===== src/rtl/mem_arbiter.sv =====
// Two-requester memory arbiter: instruction fetch and data port share one
// fixed-latency memory, one transaction in flight at a time.
module mem_arbiter #(
  parameter int MEM_LATENCY  = 2,
  parameter int MAX_D_STREAK = 4
) (
  input  logic        clk,
  input  logic        rst,
  input  logic        if_req,
  input  logic [31:0] if_addr,
  output logic [31:0] if_data,
  output logic        if_valid,
  output logic        if_stall,
  input  logic [1:0]  dm_command,
  input  logic [31:0] dm_addr,
  input  logic [31:0] dm_wr_data,
  output logic [31:0] dm_rd_data,
  output logic        dm_done,
  output logic        dm_stall,
  output logic [1:0]  mem_command,
  output logic [31:0] mem_addr,
  output logic [31:0] mem_wr_data,
  input  logic [31:0] mem_rd_data,
  output logic [1:0]  dbg_state
);

  localparam logic [1:0] CMD_NONE  = 2'd0;
  localparam logic [1:0] CMD_LOAD  = 2'd1;
  localparam logic [1:0] CMD_STORE = 2'd2;
  localparam int SW = $clog2(MAX_D_STREAK + 1);

  typedef enum logic [1:0] {IDLE = 2'd0, I_BUSY = 2'd1, D_BUSY = 2'd2} state_t;

  state_t        state, state_nxt;
  logic [3:0]    cnt, cnt_nxt;
  logic [SW-1:0] d_streak, d_streak_nxt;
  logic [31:0]   lat_addr, lat_addr_nxt;
  logic [31:0]   lat_wdata, lat_wdata_nxt;
  logic          lat_store, lat_store_nxt;
  logic          dm_pend;
  logic          grant_d;
  logic          grant_i;
  logic          done;

  // Handshake: a requester holds its request until its one-cycle done pulse;
  // the arbiter samples address/data only in the grant cycle.
  always_ff @(posedge clk or posedge rst) begin
    if (rst) begin
      state     <= IDLE;
      cnt       <= '0;
      d_streak  <= '0;
      lat_addr  <= '0;
      lat_wdata <= '0;
      lat_store <= 1'b0;
    end else begin
      state     <= state_nxt;
      cnt       <= cnt_nxt;
      d_streak  <= d_streak_nxt;
      lat_addr  <= lat_addr_nxt;
      lat_wdata <= lat_wdata_nxt;
      lat_store <= lat_store_nxt;
    end
  end

  always_comb begin
    state_nxt     = state;
    cnt_nxt       = cnt;
    d_streak_nxt  = d_streak;
    lat_addr_nxt  = lat_addr;
    lat_wdata_nxt = lat_wdata;
    lat_store_nxt = lat_store;
    dm_pend       = (dm_command == CMD_LOAD) || (dm_command == CMD_STORE);
    grant_d       = 1'b0;
    grant_i       = 1'b0;
    done          = 1'b0;
    mem_command   = CMD_NONE;
    mem_addr      = lat_addr;
    mem_wr_data   = lat_wdata;
    if_valid      = 1'b0;
    if_data       = '0;
    dm_done       = 1'b0;
    dm_rd_data    = '0;

    if (!rst) begin
      case (state)
        IDLE: begin
          // Data wins ties unless the fetch has been passed over too often.
          grant_d = dm_pend && !(if_req && (d_streak == SW'(MAX_D_STREAK)));
          grant_i = if_req && !grant_d;
          if (grant_d) begin
            mem_command   = dm_command;
            mem_addr      = dm_addr;
            mem_wr_data   = dm_wr_data;
            lat_addr_nxt  = dm_addr;
            lat_wdata_nxt = dm_wr_data;
            lat_store_nxt = (dm_command == CMD_STORE);
            cnt_nxt       = 4'(MEM_LATENCY - 1);
            state_nxt     = D_BUSY;
            if (!if_req)
              d_streak_nxt = '0;
            else if (d_streak != SW'(MAX_D_STREAK))
              d_streak_nxt = d_streak + 1'b1;
          end else if (grant_i) begin
            mem_command   = CMD_LOAD;
            mem_addr      = if_addr;
            mem_wr_data   = '0;
            lat_addr_nxt  = if_addr;
            lat_wdata_nxt = '0;
            lat_store_nxt = 1'b0;
            cnt_nxt       = 4'(MEM_LATENCY - 1);
            state_nxt     = I_BUSY;
            d_streak_nxt  = '0;
          end
        end
        I_BUSY, D_BUSY: begin
          if (cnt == '0) begin
            done      = 1'b1;
            state_nxt = IDLE;
          end else begin
            cnt_nxt = cnt - 1'b1;
          end
          if (state == I_BUSY) begin
            if_valid = done;
            if_data  = done ? mem_rd_data : '0;
          end else begin
            dm_done    = done;
            dm_rd_data = (done && !lat_store) ? mem_rd_data : '0;
          end
        end
        default: state_nxt = IDLE;
      endcase
    end

    if_stall = !rst && if_req && !if_valid;
    dm_stall = !rst && dm_pend && !dm_done;
  end

  assign dbg_state = state;

endmodule


===== config.mk =====
export PLATFORM = sky130hd
export DESIGN_NAME = mem_arbiter
export DESIGN_NICKNAME = d
export VERILOG_FILES = /design/src/rtl/mem_arbiter.sv
export SDC_FILE = /design/constraint.sdc
export NUM_CORES = 1
export LEC_CHECK = 0
export CAP_MARGIN = 0
export CORE_AREA = 2 2 105 107
export DETAILED_ROUTE_END_ITERATION = 8
export DIE_AREA = 0 0 107 109
export DONT_BUFFER_PORTS = 1
export PLACE_DENSITY = 0.56
export SLEW_MARGIN = 10
export SYNTH_ARGS = -nofsm -noshare
export SYNTH_HDL_FRONTEND = slang
export SYNTH_SLANG_ARGS = --single-unit

===== constraint.sdc =====
create_clock -name clk -period 3.7 [get_ports clk]
set_input_delay 0.74 -clock clk [delete_from_list [all_inputs] [get_ports clk]]
set_output_delay 0.74 -clock clk [all_outputs]
set_load 0.05 [all_outputs]

==> results of run 1 <==
==> kinds of logic after synthesis <==
| logic type | count (synthesis) | share of synthesized area [%] |
|---|---|---|
| DFF | 74 | 48.0 |
| buffers and inverters | 42 | 5.58 |
| adders and majority gates | 7 | 2.27 |
| muxes | 2 | 0.551 |
| and+or+nand+nor | 156 | 24.7 |
| AOI/OAI and AO/OA | 114 | 19.0 |
==> cells in the final DEF (no fill, tap or decap), drive strengths merged <==
cell	n
o211ai	1
dfrtp	74
a22o	32
ha	7
nand2	6
nor3	1
nor2	40
a21oi	34
bufinv	3
a2111o	1
nand3b	32
nor2b	2
a21o	1
a211oi	1
and2b	1
a31o	1
nand3	1
clkinv	1
and4	1
and2	65
o221ai	2
o31ai	2
nor3b	2
buf	110
or3	1
nand2b	3
inv	11
o21ai	37
a22oi	1
mux2	1
nor4b	1
mux2i	1
clkbuf	12
a2bb2oi	1
==> worst reg2reg max path: stages, from the launching register on <==
cell	delay [ps]
dfrtp_1	410
inv_1	100
ha_1	290
nand2b_1	220
nor2_4	140
buf_4	340
a22o_1	550
==> power breakdown <==
group          switching, mW  internal (mW)
sequential             0.123           1.17
clock                  0.286          0.468
combinational           2.20          0.775
==> registers in the layout, summed over array words and instances, names as in the netlist <==
signal	flops
cnt	4
d_streak	3
dbg_state	2
lat_addr	32
lat_store	1
lat_wdata	32
==> layer usage <==
| layer | track usage, % | up-vias | wire length, um | share of wire [%] |
|---|---|---|---|---|
| met4 | 8.16 | 0 | 299 | 2.6 |
| met2 | 33.3 | 151 | 5850 | 50 |
| met1 | 22.6 | 1571 | 4460 | 38 |
| li1 | - | 1552 | - | - |
| met3 | 7.11 | 20 | 994 | 8.6 |
| met5 | 0 | - | 0 | 0 |
==> path summary, 6_finish.rpt <==
| check | cells after the start | to | slack (ps) | from |
|---|---|---|---|---|
| min in group asynchronous | 2 | lat_wdata[28]$_DFF_PP0_ | 570 | rst |
| max in group asynchronous | 2 | lat_addr[0]$_DFF_PP0_ | 2530 | rst |
| max reg2reg | 6 | lat_wdata[29]$_DFF_PP0_ | 1490 | dbg_state[0]$_DFFE_PP0P_ |
| min | 1 | d_streak[0]$_DFFE_PP0P_ | 520 | d_streak[0]$_DFFE_PP0P_ |
| max | 8 | dm_rd_data[17] | 360 | dbg_state[0]$_DFFE_PP0P_ |
| min reg2reg | 1 | d_streak[0]$_DFFE_PP0P_ | 520 | d_streak[0]$_DFFE_PP0P_ |
==> final cells by class <==
| class | count | area [um^2] | share of cell area (%) |
|---|---|---|---|
| flip-flops and latches | 74 | 1850 | 32.1 |
| multi-input cells | 279 | 1800 | 31.2 |
| repair buffers | 110 | 1660 | 28.8 |
| well taps | 140 | 175 | 3.03 |
| clock buffers | 12 | 145 | 2.51 |
| clock inverters | 4 | 98.8 | 1.71 |
| inverters | 11 | 41.3 | 0.715 |
==> through the flow <==
step / setup slack [ps] / cells / util, %
3_3_place_gp: 626 / 614 / 52.2
4_1_cts: 330 / 630 / 54.5
2_1_floorplan: 130 / 395 / -
3_5_place_dp: 584 / 614 / 52.2
6_report: 361 / 630 / 54.5
5_1_grt: 174 / 630 / 54.5
==> summary.txt, run 1 <==
Final layout
  • Final instance area: 5780 um^2
  • Layout cells sized above 1: 27.6%
  • Synth-to-layout area growth: 49.7%
  • Final #Nets: 625
  • Diode count: 0
  • Layout fillers: 907

Placed design
  • Final Wtd Congestion: 0.782
  • Input/output buffers: 0
  • DP Wirelength: 8.73 mm
  • Dpl cell area: around 5500 um^2

Clock network
  • Clk sink count: 74
  • Worst skew pair latency: 340 ps
  • Clk pin slew, worst setup/hold paths: 70 ps
  • Post-CTS sizing: 0
  • Num CTS Buffers: 9
  • TritonCTS clock tree: yes
  • Cts hold-fix bufs: 0
  • H-tree lvl count: 3
  • Post-CTS Setup Repair Bufs: 0
  • Clock root cell: clkbuf_8
  • Clock Path Buffers: 2

STA
  • Max-slew violations: 0
  • Count of final hold-check violations: 0
  • Period utilization: 90.2%
  • Fin Hold WS: 517 ps
  • RSZ-0062 raised after global routing: no
  • Total negative slack: 0 ps
  • Fmax: 299 MHz
  • Worst-Margin Slew: roughly 900 ps
  • Final setup fails: 0
  • Worst Clk Skew: 12.5 ps
  • Tmin final: 3340 ps
  • Max_slew headroom: 38.6%

Floorplan
  • Initial Utilization: 36.4%
  • DIE HEIGHT: about 110 um
  • I/O pin cnt: 269
  • Cell Rows: 38
  • Core Box Area: 10600 um^2
  • Die width: 107 um
  • DIE AREA: 11700 um^2

Critical path
  • Worst setup EP type: output port
  • Required time worst endpoint: roughly 3000 ps
  • Worst Path Max Fanout: 32
  • Largest stage delay, worst path: 380 ps
  • Worst Path Arrival: ~2600 ps
  • CP dominant cell by count: inv_1
  • CP Class: reg2out
  • Critical Path, Cell by Cell: inv_1 > ha_1 > inv_1 > nor4b_4 > buf_4 > and2b_4 > and2_1 > buf_12
  • Cell family contributing the most delay on the critical path: simple AND/OR/NAND/NOR gates
  • CP max-delay cell: dfrtp_1
  • Startpoint Class: flop
  • Worst Path Buf+Inv: 4

Pwr
  • Worst vdd ir: 0.000579 V
  • Pleak: 2.48 nW
  • Pwr dens: 869 nW/um^2
  • Total power draw: 5.02 mW

Run
  • MaxCap Viol Count: 0

Global routing
  • Largest net degree at the start of global routing: 75
  • Total gr overflow: 0
  • GRT Overall Usage: 19.7%
  • First-pass GRT wire length: ~18 mm
  • Antenna violations before repair: 0
  • Number of global-route vias before repair: 3121

Status
  • Status: completed

Synthesis
  • Post-Syn Area per Cell: 9.77 um^2
  • Sequential-to-total area share from yosys stat: 48.0%
  • Post-synth top cells: 74 x dfrtp_1, 65 x and2_1, 38 x nor2_1
  • Async SR Flop Fraction: 100%
  • Mapped Cells: 395
  • Count leader, synth: dfrtp_1
  • Primary FF master, synth: dfrtp_1
  • Distinct cells, synth: 40
  • Synth top area share: a little under half
  • #FFs+latches synth: 74
  • Post-Syn Nets: 535
  • Mapped cell area: 3860 um^2
  • Area leader, netlist: dfrtp_1
  • Synth warn: 0
  • Post-synth EDFFs: 0
  • Largest cells by area after synthesis: dfrtp_1 48%, and2_1 11%, a22o_1 7.3%

Route
  • Initial DRC count: 138
  • WL/cell: 18.4 um
  • Residual DRC count: 0
  • Vias per inst: between 5 and 6
  • Post-detailed-routing wire length: 11.6 mm
  • Initial DRT Pass Iterations: 4
  • DR vias: 3294
  • Post-DRT Antenna Nets: 0

Worst hold path
  • HP Class: reg2reg
No activity file was read; power rests on OpenSTA's default activity.
==> inputs of run 2 (changes only) <==
- CTS_CLUSTER_SIZE: not set -> 12
- PLACE_DENSITY: 0.56 -> 0.59
==> run 2 against run 1 <==
  * Clock power decreased by 9.0%
  * Design area decreased by 0.35%
  * Wire length decreased by 3.3%
  * Combinational power about the same
  * Die area unchanged
  * Utilization decreased by 0.19 points
  * Cell count unchanged
  * First-iteration DRC count increased by 22%
  * Via count decreased by 0.39%
  * Largest cell class unchanged
  * Fmax decreased by 0.57%
  * Setup slack got worse by 19 ps
  * Register-to-register slack improved by 80 ps
==> summary.txt, run 2 (synthesized netlist as in run 1, its figures left out) <==
Clock network
  • Post-CTS Setup Repair Bufs: 0 (unchanged)
  • Clock root cell: clkbuf_8 (unchanged)
  • H-tree lvl count: 3 (unchanged)
  • Post-CTS sizing: 0 (unchanged)
  • Worst skew pair latency: 350 ps (was 340 ps)
  • Num CTS Buffers: 9 (unchanged)
  • Clk pin slew, worst setup/hold paths: 80 ps (was 70 ps)
  • Cts hold-fix bufs: 0 (unchanged)
  • Clock Path Buffers: 2 (unchanged)
  • Clk sink count: 74 (unchanged)
  • TritonCTS clock tree: yes (unchanged)

Critical path
  • CP Class: reg2out (unchanged)
  • Startpoint Class: flop (unchanged)
  • Worst Path Arrival: 2620 ps (was 2600 ps)
  • R2R Path Start: dbg_state[1]$_DFFE_PP0P_ (was dbg_state[0]$_DFFE_PP0P_)
  • R2r endpoint: lat_wdata[22]$_DFF_PP0_ (was lat_wdata[29]$_DFF_PP0_)
  • Worst setup EP type: output port (unchanged)
  • R2R depth: 6 (unchanged)
  • Required time worst endpoint: 2960 ps (about the same)
  • Worst R2R Setup Slack: 1570 ps (was 1490 ps)
  • Worst Path Max Fanout: 32 (unchanged)

Floorplan
  • I/O pin cnt: 269 (unchanged)
  • DIE AREA: 11700 um^2 (unchanged)
  • Die width: 107 um (unchanged)
  • DIE HEIGHT: 109 um (unchanged)
  • Initial Utilization: 36.4% (unchanged)
  • Core Box Area: 10600 um^2 (unchanged)
  • Cell Rows: 38 (unchanged)

Pwr
  • Sw Share: 53.0% (was 52.0%)
  • Combinational power share: 60.0% (was 59.3%)
  • Clock power share: 13.9% (was 15.0%)
  • Worst vdd ir: 0.000456 V (was 0.000579 V)
  • Power Internal: 2.33 mW (was 2.41 mW)
  • Part of the power in registers: 26.1% (was 25.7%)
  • Pwr dens: 859 nW/um^2 (was 869 nW/um^2)
  • Pleak: 2.47 nW (was 2.48 nW)
  • P_sw: 2.62 mW (was 2.61 mW)

STA
  • Count of final hold-check violations: 0 (unchanged)
  • Max_slew headroom: 37.2% (was 38.6%)
  • Worst-Margin Slew: 942 ps (was 920 ps)
  • Final setup fails: 0 (unchanged)
  • Worst Clk Skew: 18.8 ps (was 12.5 ps)
  • RSZ-0062 raised after global routing: no (unchanged)
  • Max-slew violations: 0 (unchanged)
  • Tmin final: 3360 ps (was 3340 ps)
  • Fmax: 298 MHz (was 299 MHz)
  • Period utilization: 90.8% (was 90.2%)
  • Total negative slack: 0 ps (unchanged)

Run
  • MaxCap Viol Count: 0 (unchanged)

Final layout
  • Layout fillers: 911 (was 907)
  • Biggest regs: lat_addr: 32 flops, lat_wdata: 32 flops, cnt: 4 flops (unchanged)
  • Most common cell after layout, fill and taps aside: dfrtp_1 (unchanged)
  • Final #Nets: 625 (unchanged)
  • Layout cells sized above 1: 28.0% (was 27.6%)
  • Commonest non-fill, non-tap cells in the layout: 74 x dfrtp_1, 67 x buf_12, 65 x and2_1 (unchanged)
  • Diode count: 0 (unchanged)
  • Final instance area: 5760 um^2 (was 5780 um^2)
  • Synth-to-layout area growth: 49.1% (was 49.7%)

Status
  • Status: completed (unchanged)

Worst hold path
  • Hold path depth: 2 (was 1)
  • Hold endpoint: lat_store$_DFFE_PP0P_ (was d_streak[0]$_DFFE_PP0P_)
  • HP Start: lat_store$_DFFE_PP0P_ (was d_streak[0]$_DFFE_PP0P_)
  • HP Class: reg2reg (unchanged)

Route
  • Post-DRT Antenna Nets: 0 (unchanged)
  • WL/cell: 17.8 um (was 18.4 um)
  • Residual DRC count: 0 (unchanged)
  • DR vias: 3281 (was 3294)
  • Initial DRC count: 168 (was 138)
  • Metal3 WL: 909 um (was 994 um)
  • Initial DRT Pass Iterations: 4 (unchanged)
  • Post-detailed-routing wire length: 11.2 mm (was 11.6 mm)
  • Met2 wire length: 5.85 mm (about the same)
  • Vias per inst: 5.21 (was 5.23)
  • Highest routed layer: met4 (unchanged)
  • Wl on met1: 4.24 mm (was 4.46 mm)

Placed design
  • DP Wirelength: 8.37 mm (was 8.73 mm)
  • Dpl cell area: 5540 um^2 (was 5530 um^2)
  • Final Wtd Congestion: 0.835 (was 0.782)
  • Input/output buffers: 0 (unchanged)

Global routing
  • Antenna violations before repair: 0 (unchanged)
  • Number of global-route vias before repair: 3194 (was 3121)
  • GRT Overall Usage: 18.8% (was 19.7%)
  • Largest net degree at the start of global routing: 75 (unchanged)
  • First-pass GRT wire length: 17.2 mm (was 17.6 mm)
  • Total gr overflow: 0 (unchanged)
run 2: worst max-delay path by stage:
stage                                   from              end  slack (ps)  cells past startpoint
after detailed placement       dm_command[0]  mem_wr_data[22]         550                      6
after floorplan                          rst      if_data[23]         130                      4
after CTS                 cnt[0]$_DFFE_PP0P_   dm_rd_data[12]         310                      8
after global placement         dm_command[0]  mem_wr_data[22]         610                      6
after global routing      cnt[0]$_DFFE_PP0P_   dm_rd_data[12]         100                      8
final                     cnt[0]$_DFFE_PP0P_   dm_rd_data[12]         340                      8
run 2: metal layers:
metal / global-route usage [%] / up-vias
li1: - / 1551
met2: 32.3 / 148
met3: 5.80 / 14
met5: 0 / -
met4: 6.59 / 0
met1: 22.4 / 1568
run 2: final cells by class:
class | instances | area, um^2 | share of cell area, %
flip-flops and latches | 74 | 1850 | 32.2
multi-input cells | 279 | 1810 | 31.4
repair buffers | 110 | 1660 | 28.9
well taps | 140 | 175 | 3.04
clock buffers | 10 | 128 | 2.22
clock inverters | 6 | 91.3 | 1.59
inverters | 11 | 41.3 | 0.717
run 2: through the flow:
step	util [%]	setup slack, ps	hold WS (ps)	std cells	total power, mW
CTS	54.3	312	494	630	4.99
global placement	52.2	615	472	614	4.22
floorplan	-	130	447	395	3.57
detailed placement	52.2	555	475	614	4.28
global route	54.3	96.7	535	630	5.20
finish	54.3	342	486	630	4.94
run 2: critical path: stages (launching register included):
cell and delay (ps):
dfrtp_1 410, inv_1 110, ha_1 180, nor3b_2 320
nor4b_4 250, buf_4 250, and2b_4 350, and2_1 240
buf_12 150
run 2: power by group through the flow:
stage / Sequential [mW] / Clock (mW) / Combinational [mW]
global placement: 1.30 / 0 / 2.93
detailed placement: 1.31 / 0 / 2.98
global route: 1.33 / 0.746 / 3.13
finish: 1.29 / 0.687 / 2.97
CTS: 1.29 / 0.712 / 2.99
floorplan: 1.30 / 0 / 2.27
==> inputs of run 3 (changes only) <==
- CORE_AREA: 2 2 105 107 -> not set
- CORE_ASPECT_RATIO: not set -> 1.5
- CORE_UTILIZATION: not set -> 36
- DIE_AREA: 0 0 107 109 -> not set
- DONT_BUFFER_PORTS: 1 -> not set
- PLACE_DENSITY: 0.59 -> 0.9
==> run 3 against run 2 <==
  * Die area down 4.4%
  * Fmax down 6.3%
  * Critical path depth up 1
  * Sequential power about the same
  * Register-to-register slack better by 180 ps
  * Via count up 23%
  * Cell count up 27%
  * Design area up 37%
  * Worst hold slack better by 19 ps
  * Critical endpoint is now mem_addr[21]
  * Largest cell class is now non-clock buffers
==> summary.txt, run 3 (synthesized netlist as in run 1, its figures left out) <==
Status
  • Status: completed (unchanged)

Final layout
  • Synth-to-layout area growth: 105% (was 49.1%)
  • Final #Nets: 791 (was 625)
  • Register Area: 1850 um^2 (unchanged)
  • Area occupied by multi-input gates: 1800 um^2 (was 1810 um^2)
  • Most common cell after layout, fill and taps aside: clkdlybuf4s50_1 (was dfrtp_1)
  • Diode count: 0 (unchanged)
  • Biggest regs: lat_addr: 32 flops, lat_wdata: 32 flops, cnt: 4 flops (unchanged)
  • Commonest non-fill, non-tap cells in the layout: 134 x clkdlybuf4s50_1, 102 x buf_12, 74 x dfrtp_1 (was 74 x dfrtp_1, 67 x buf_12, 65 x and2_1)
  • Layout cells sized above 1: 25.8% (was 28.0%)
  • Layout fillers: 631 (was 911)

Floorplan
  • DIE AREA: 11100 um^2 (was 11700 um^2)
  • Die width: 86.5 um (was 107 um)
  • Initial Utilization: 37.7% (was 36.4%)
  • Cell Rows: 45 (was 38)
  • Core Box Area: 10200 um^2 (was 10600 um^2)
  • DIE HEIGHT: 129 um (was 109 um)
  • I/O pin cnt: 269 (unchanged)

STA
  • Worst Clk Skew: 7.98 ps (was 18.8 ps)
  • Max-slew violations: 0 (unchanged)
  • Worst-Margin Slew: 952 ps (was 942 ps)
  • Count of final hold-check violations: 0 (unchanged)
  • Fmax: 279 MHz (was 298 MHz)
  • Max_slew headroom: 36.5% (was 37.2%)
  • Total negative slack: 0 ps (unchanged)
  • Final setup fails: 0 (unchanged)
  • Tmin final: 3580 ps (was 3360 ps)
  • Period utilization: 96.9% (was 90.8%)
  • RSZ-0062 raised after global routing: no (unchanged)

Worst hold path
  • HP Class: reg2reg (unchanged)

Global routing
  • First-pass GRT wire length: 22.2 mm (was 17.2 mm)
  • Number of global-route vias before repair: 4296 (was 3194)
  • Antenna violations before repair: 2 (was 0)
  • Largest net degree at the start of global routing: 75 (unchanged)
  • Total gr overflow: 0 (unchanged)
  • GRT Overall Usage: 26.3% (was 18.8%)

Clock network
  • TritonCTS clock tree: yes (unchanged)
  • Clk sink count: 74 (unchanged)
  • Clock root cell: clkbuf_16 (was clkbuf_8)
  • Clk pin slew, worst setup/hold paths: 60 ps (was 80 ps)
  • H-tree lvl count: 3 (unchanged)
  • Cts hold-fix bufs: 0 (unchanged)
  • Clock Path Buffers: 2 (unchanged)
  • Worst skew pair latency: 330 ps (was 350 ps)
  • Num CTS Buffers: 9 (unchanged)

Route
  • Initial DRC count: 255 (was 168)
  • Post-DRT Antenna Nets: 0 (unchanged)
  • Vias per inst: 5.08 (was 5.21)
  • Residual DRC count: 0 (unchanged)
  • Initial DRT Pass Iterations: 6 (was 4)
  • DR vias: 4051 (was 3281)
  • Post-detailed-routing wire length: 14.4 mm (was 11.2 mm)
  • WL/cell: 18.0 um (was 17.8 um)

Critical path
  • CP Class: in2out (was reg2out)
  • Worst Path Max Fanout: 64 (was 32)
  • Required time worst endpoint: 2960 ps (about the same)
  • Startpoint Class: input port (was flop)
  • Worst Path Arrival: 2840 ps (was 2620 ps)
  • Worst setup EP type: output port (unchanged)

Placed design
  • DP Wirelength: 11.3 mm (was 8.37 mm)
  • Final Wtd Congestion: 0.834 (was 0.835)
  • Input/output buffers: 268 (was 0)

Pwr
  • Combinational power share: 63.7% (was 60.0%)
  • Pleak: 3.38 nW (was 2.47 nW)
  • Power Internal: 3.41 mW (was 2.33 mW)
  • Pwr dens: 801 nW/um^2 (was 859 nW/um^2)
  • Sw Share: 46.1% (was 53.0%)
  • Clock power share: 15.7% (was 13.9%)
  • Worst vdd ir: 0.000589 V (was 0.000456 V)
  • P_sw: 2.91 mW (was 2.62 mW)
  • Part of the power in registers: 20.6% (was 26.1%)
  • Total power draw: 6.33 mW (was 4.94 mW)

Run
  • MaxCap Viol Count: 0 (unchanged)
-- run 3: final timing paths --
check | start | endpoint | slack, ps | cells past startpoint
min | lat_wdata[14]$_DFF_PP0_ | lat_wdata[14]$_DFF_PP0_ | 500 | 1
max in group asynchronous | rst | lat_addr[3]$_DFF_PP0_ | 1760 | 3
min reg2reg | lat_wdata[14]$_DFF_PP0_ | lat_wdata[14]$_DFF_PP0_ | 500 | 1
max reg2reg | dbg_state[0]$_DFFE_PP0P_ | lat_addr[13]$_DFF_PP0_ | 1750 | 7
min in group asynchronous | rst | lat_store$_DFFE_PP0P_ | 1330 | 3
max | dm_command[0] | mem_addr[21] | 120 | 9
-- run 3: per-stage QoR --
stage	setup WS, ps	instances	hold slack, ps	cell area (um^2)	util (%)
after CTS	55.0	797	508	7900	77.0
after global routing	4.04	797	518	7900	77.1
after detailed placement	108	781	490	7550	73.7
final	115	797	505	7900	77.1
after global placement	197	781	460	7550	73.7
after floorplan	130	395	447	3860	-
-- run 3: routing by layer --
metal / global-route usage (%) / share of wire (%) / up-vias
met5: 0 / 0.22 / -
met4: 10.5 / 3.2 / 4
met3: 8.02 / 7.8 / 37
met2: 51.3 / 56 / 219
met1: 25.0 / 32 / 1911
li1: - / - / 1880
-- run 3: final cells by class --
| type | instances | share of cell area, % |
|---|---|---|
| multi-input combinational | 279 | 22.8 |
| sequential | 74 | 23.4 |
| clock buffer | 10 | 2.90 |
| clock inverter | 6 | 1.43 |
| tap | 141 | 2.23 |
| timing repair buffer | 276 | 46.6 |
| inverter | 11 | 0.523 |
-- run 3: timing repair --
item | CTS | global route
resized for setup | 0 | 1
setup endpoints to repair | 0 | 1
buffers inserted | 0 | 0
-- run 3: power groups by stage --
stage / logic, mW / clock network, mW / registers (mW)
floorplan: 2.27 / 0 / 1.30
global placement: 3.92 / 0 / 1.28
detailed placement: 4.02 / 0 / 1.32
CTS: 4.04 / 1.01 / 1.31
global route: 4.19 / 1.05 / 1.33
finish: 4.03 / 0.992 / 1.30
-- run 3: worst max-delay path, stage by stage --
cell	delay, ps
clkdlybuf4s50_1	450
inv_1	60
ha_1	370
a31o_2	280
buf_12	190
nand3b_1	120
o21ai_1	110
a21oi_1	330
buf_12	190
